`config.mk`:
```
export PLATFORM = sky130hd
export DESIGN_NAME = clk_switch_sequencer
export DESIGN_NICKNAME = d
export VERILOG_FILES = /design/src/rtl/clk_switch_sequencer.sv
export SDC_FILE = /design/constraint.sdc
export NUM_CORES = 1
export LEC_CHECK = 0
export CORE_UTILIZATION = 45
export DETAILED_ROUTE_END_ITERATION = 8
export REMOVE_ABC_BUFFERS = 1
export SETUP_SLACK_MARGIN = 0.02
export SKIP_CTS_REPAIR_TIMING = 1
export SYNTH_ARGS = -nofsm -noshare
export SYNTH_HDL_FRONTEND = slang
export SYNTH_SLANG_ARGS = --single-unit
```
`constraint.sdc`:
```
create_clock -name sys_clock -period 4.2 [get_ports sys_clock]
set_input_delay 1.05 -clock sys_clock [delete_from_list [all_inputs] [get_ports sys_clock]]
set_output_delay 1.05 -clock sys_clock [all_outputs]
set_load 0.005 [all_outputs]
```
`src/rtl/clk_switch_sequencer.sv`:
```
// Sequences clock-mux select, clock wizard enable and core reset around select changes and lock loss.
// Optional: define CLKSEQ_LOCK_RETRY_EN to retry SETTLE twice on lock timeout before entering FAULT.
module clk_switch_sequencer #(
  parameter int unsigned DEBOUNCE_CYCLES = 1024,
  parameter int unsigned DRAIN_CYCLES    = 64,
  parameter int unsigned SETTLE_CYCLES   = 16,
  parameter int unsigned LOCK_TIMEOUT    = 65535,
  parameter int unsigned RELEASE_CYCLES  = 32,
  parameter int unsigned CNT_W           = 16
) (
  input  logic       sys_clock,
  input  logic       reset,
  input  logic       sel_req,
  input  logic       locked,
  input  logic       fault_clear,
  output logic       clk_sel,
  output logic       clk_wiz_enable,
  output logic       core_reset_n,
  output logic       busy,
  output logic       fault,
  output logic [2:0] state
);

  localparam logic [2:0] SETTLE   = 3'd0;
  localparam logic [2:0] LOCKWAIT = 3'd1;
  localparam logic [2:0] RELEASE  = 3'd2;
  localparam logic [2:0] RUN      = 3'd3;
  localparam logic [2:0] DRAIN    = 3'd4;
  localparam logic [2:0] SWITCH   = 3'd5;
  localparam logic [2:0] FAULT    = 3'd6;

  localparam logic [CNT_W-1:0] DEB_LAST    = CNT_W'(DEBOUNCE_CYCLES - 1);
  localparam logic [CNT_W-1:0] DRAIN_LAST  = CNT_W'(DRAIN_CYCLES - 1);
  localparam logic [CNT_W-1:0] SETTLE_LAST = CNT_W'(SETTLE_CYCLES - 1);
  localparam logic [CNT_W-1:0] LOCK_LAST   = CNT_W'(LOCK_TIMEOUT - 1);
  localparam logic [CNT_W-1:0] REL_LAST    = CNT_W'(RELEASE_CYCLES - 1);

  logic             sel_meta, sel_s, lock_meta, locked_s;
  logic             sel_stable;
  logic [CNT_W-1:0] deb_cnt, cnt;
  logic [2:0]       state_n;
  logic             wiz_n, crn_n, csel_n;
`ifdef CLKSEQ_LOCK_RETRY_EN
  logic [1:0]       retry_cnt, retry_n;
`endif

  always_ff @(posedge sys_clock) begin
    if (reset) begin
      sel_meta   <= 1'b0;
      sel_s      <= 1'b0;
      lock_meta  <= 1'b0;
      locked_s   <= 1'b0;
      sel_stable <= 1'b0;
      deb_cnt    <= '0;
    end else begin
      sel_meta  <= sel_req;
      sel_s     <= sel_meta;
      lock_meta <= locked;
      locked_s  <= lock_meta;
      if (sel_s == sel_stable) begin
        deb_cnt <= '0;
      end else if (deb_cnt == DEB_LAST) begin
        sel_stable <= sel_s;
        deb_cnt    <= '0;
      end else if (deb_cnt != '1) begin
        deb_cnt <= deb_cnt + 1'b1;
      end
    end
  end

  always_comb begin
    state_n = state;
    wiz_n   = clk_wiz_enable;
    crn_n   = core_reset_n;
    csel_n  = clk_sel;
`ifdef CLKSEQ_LOCK_RETRY_EN
    retry_n = retry_cnt;
`endif
    case (state)
      SETTLE: begin
        wiz_n = 1'b0;
        crn_n = 1'b0;
        if (cnt == SETTLE_LAST) begin
          state_n = LOCKWAIT;
          wiz_n   = 1'b1;
        end
      end
      LOCKWAIT: begin
        crn_n = 1'b0;
        if (locked_s) begin
          state_n = RELEASE;
        end else if (cnt == LOCK_LAST) begin
          wiz_n = 1'b0;
`ifdef CLKSEQ_LOCK_RETRY_EN
          if (retry_cnt != 2'd2) begin
            retry_n = retry_cnt + 2'd1;
            state_n = SETTLE;
          end else begin
            state_n = FAULT;
          end
`else
          state_n = FAULT;
`endif
        end
      end
      RELEASE: begin
        crn_n = 1'b0;
        if (!locked_s) begin
          state_n = LOCKWAIT;
        end else if (cnt == REL_LAST) begin
          state_n = RUN;
          crn_n   = 1'b1;
        end
      end
      RUN: begin
        // Lock loss outranks a pending select change.
        if (!locked_s) begin
          state_n = LOCKWAIT;
          crn_n   = 1'b0;
        end else if (sel_stable != clk_sel) begin
          state_n = DRAIN;
          crn_n   = 1'b0;
        end
      end
      DRAIN: begin
        crn_n = 1'b0;
        if (cnt == DRAIN_LAST) begin
          state_n = SWITCH;
          wiz_n   = 1'b0;
        end
      end
      SWITCH: begin
        wiz_n   = 1'b0;
        crn_n   = 1'b0;
        csel_n  = sel_stable;
        state_n = SETTLE;
      end
      FAULT: begin
        wiz_n = 1'b0;
        crn_n = 1'b0;
        if (fault_clear) begin
          state_n = SWITCH;
`ifdef CLKSEQ_LOCK_RETRY_EN
          retry_n = '0;
`endif
        end
      end
      default: begin
        state_n = SETTLE;
        wiz_n   = 1'b0;
        crn_n   = 1'b0;
      end
    endcase
`ifdef CLKSEQ_LOCK_RETRY_EN
    if (state_n == RUN && state != RUN) retry_n = '0;
`endif
  end

  always_ff @(posedge sys_clock) begin
    if (reset) begin
      state          <= SETTLE;
      cnt            <= '0;
      clk_sel        <= 1'b0;
      clk_wiz_enable <= 1'b0;
      core_reset_n   <= 1'b0;
      busy           <= 1'b1;
      fault          <= 1'b0;
`ifdef CLKSEQ_LOCK_RETRY_EN
      retry_cnt      <= '0;
`endif
    end else begin
      state          <= state_n;
      clk_sel        <= csel_n;
      clk_wiz_enable <= wiz_n;
      core_reset_n   <= crn_n;
      busy           <= (state_n != RUN);
      fault          <= (state_n == FAULT);
`ifdef CLKSEQ_LOCK_RETRY_EN
      retry_cnt      <= retry_n;
`endif
      if (state_n != state) cnt <= '0;
      else if (cnt != '1)   cnt <= cnt + 1'b1;
    end
  end

endmodule

```
==> run metrics <==
Die Span Y 73.95 µm; port bufs 12; CP top delay family simple AND/OR/NAND/NOR gates; Netlist cell types 52; Initial Util 0.4805; WHS Path Cells 1; Leak Pwr 0.9276 nW; setup ws final 1.476 ns; filler cell count 494; vias in the first global route 1,712; core box area 0.004848 mm²; clk slew on worst S/H paths 0.09 ns; initial antenna violation count 0; dpl cell area 0.002470 mm²; CP max FO 11; average size of a mapped cell 8.565 µm²; outcome finished, final reports clean; Yosys reg bits 45; ys async rst share 0; total track usage 0.1806; Max Slew Vio Count 0; CTS Buffer Depth 2; Final HPWL DP 3.164 mm; maximum vdd drop 0.0001487 V; flop2flop setup slack 1.91 ns; critical path's slowest cell clkdlybuf4s50_1; final WL 4.476 mm; critical path class in2reg; DRC Markers 0; final instance area 0.002565 mm²; area of the multi-input gates 0.001328 mm²; CP cell instances clkdlybuf4s50_1 > or3b_1 > a311oi_1 > o2111ai_1 > buf_4 > or2_1 > a211oi_1; Overall Power 0.7378 mW; Power per Cell Area 287.6 mW/mm²; Wirelength per Cell 12.90 µm; Vias/cell 5.452; TritonCTS Sinks 45; Crit path depth 7; Diodes inserted 0; Worst Skew 0.005417 ns; commonest non-fill, non-tap cell in the layout dfxtp_1; 1st-pass router iterations 4; actual slew at the worst max-slew pin 0.5478 ns; prevailing post-synth register cell dfxtp_1; Post-synth EDFFs 0; FP Rows 25; via count 1,892; I/O Pins 13; Inserted Clock Buffers 5; post-synthesis cell count 272; sequential cell area 900.9 µm²; HP Class reg2reg; fmax 367.1 MHz; Routed Antenna Nets 0; Layout Area Growth over Synthesis 10.10%; pin count of the biggest net entering global routing 20; die area 0.005469 mm²; fin nets 287; reg2reg path depth 6; commonest non-fill, non-tap cells in the layout dfxtp_1, nor2_1, xor2_1; CTS root buffer clkbuf_8; Worst Path Arrival 2.95 ns; setup TNS 0 ns; Worst path max stage delay 0.41 ns; RSZ-0062 raised after global routing no; worst endpoint required time 4.43 ns; Mapped Area 0.002330 mm²; H-tree depth 2; layout cells sized above 1 0.06429; Crit. End Element flip-flop; Worst-Skew Late Latency 0.30 ns; Synth warnings 0; die extent in x 73.95 µm; 1st-iter DRT viols 103; max cap viols 0; Hold Fails Final Rpt 0; Setup crit start kind input port; CTS tree done; period utilisation layout 0.6486; Placer Congestion 0.8336; Setup WS pre-CTS 1.135 ns; minimum clock period 2.724 ns; Seq/Total Area, Yosys 0.3867; WP buf/inv 2; Final Setup Violations 0; total grt overflow 0; global-route wire length before repair 7.700 mm; Max transition margin 0.6343
-- power by group --
| part | internal (mW) | leakage [nW] | switching, mW |
|---|---|---|---|
| registers | 0.431 | 0.364 | 0.00507 |
| logic | 0.0105 | 0.515 | 0.0105 |
| clock network | 0.121 | 0.0487 | 0.159 |
| total | 0.563 | 0.928 | 0.175 |
-- synth_stat cells, types with 2 or more instances --
library cell / n / share of area
or4_1: 2 / 0.0064
nor2b_1: 7 / 0.019
nand4b_1: 2 / 0.0075
xor2_1: 18 / 0.068
a41oi_1: 2 / 0.0075
dfxtp_1: 45 / 0.39
clkbuf_1: 7 / 0.011
a21oi_1: 5 / 0.011
and4_1: 5 / 0.019
a211oi_1: 5 / 0.016
and4_2: 2 / 0.0086
o211ai_1: 4 / 0.013
mux2i_1: 3 / 0.013
nand2b_1: 2 / 0.0054
nand3b_1: 2 / 0.0064
nand2_1: 16 / 0.026
buf_2: 2 / 0.0043
nor3_1: 8 / 0.017
o21ai_0: 9 / 0.019
inv_1: 6 / 0.0097
a31oi_1: 3 / 0.0081
nand3_1: 12 / 0.026
and3_1: 11 / 0.030
xnor2_1: 7 / 0.026
and2_1: 4 / 0.011
nor4_1: 3 / 0.0081
a211o_1: 2 / 0.0075
ha_1: 3 / 0.016
buf_6: 2 / 0.0097
nor2_1: 39 / 0.063
nand4_1: 11 / 0.030
o2111ai_1: 2 / 0.0075
buf_4: 2 / 0.0064
-- path summary, 6_finish.rpt --
path / from / end
min reg2reg: lock_meta$_SDFF_PP0_ / locked_s$_SDFF_PP0_
max reg2reg: state[2]$_SDFF_PP0_ / cnt[4]$_SDFFE_PP0P_
min: lock_meta$_SDFF_PP0_ / locked_s$_SDFF_PP0_
max: fault_clear / cnt[4]$_SDFFE_PP0P_
-- kinds of logic (layout without fill, tap and decap cells) --
| family | after synthesis | after routing | share of synthesized area |
|---|---|---|---|
| buf+inv | 20 | 28 | 0.04350 |
| flops | 45 | 45 | 0.3867 |
| fa+ha+maj | 3 | 3 | 0.01611 |
| compound gates | 40 | 40 | 0.1219 |
| simple gates | 136 | 136 | 0.3249 |
| xor+xnor | 25 | 25 | 0.09398 |
| mux | 3 | 3 | 0.01289 |
-- worst register-to-register path, delay by kind of cell, from the launching register on --
| kind | cells | cell delay [ns] |
|---|---|---|
| buffers and inverters | 1 | 0.20 |
| AOI/OAI and AO/OA | 3 | 0.62 |
| DFF | 1 | 0.67 |
| and+or+nand+nor | 2 | 0.72 |
-- state kept, by name (all words and copies together) (netlist names) --
signal          count
fault               1
sel_stable          1
core_reset_n        1
clk_wiz_enable      1
clk_sel             1
lock_meta           1
sel_s               1
busy                1
cnt                16
sel_meta            1
locked_s            1
state               3
deb_cnt            16
-- stage by stage --
step | utilization | hold WS (ns) | cells
after floorplan | - | 0.4138 | 258
after global placement | 0.5094 | 0.4170 | 339
after detailed placement | 0.5094 | 0.4246 | 339
after CTS | 0.5290 | 0.4478 | 347
after global routing | 0.5290 | 0.4730 | 347
final | 0.5290 | 0.4446 | 347
-- layer usage --
metal  global-route usage  routed length, µm
met5                    0                  0
met4              0.05769                 49
met3              0.04878                167
met2               0.2808               1966
met1               0.2433               2293
-- layout make-up --
class	count	share of cell area
flip-flops and latches	45	0.3512
well taps	67	0.03268
multi-input cells	207	0.5176
repair buffers	14	0.05268
clock inverters	3	0.01024
clock buffers	5	0.02683
inverters	6	0.008780
No activity file was read; power rests on OpenSTA's default activity.
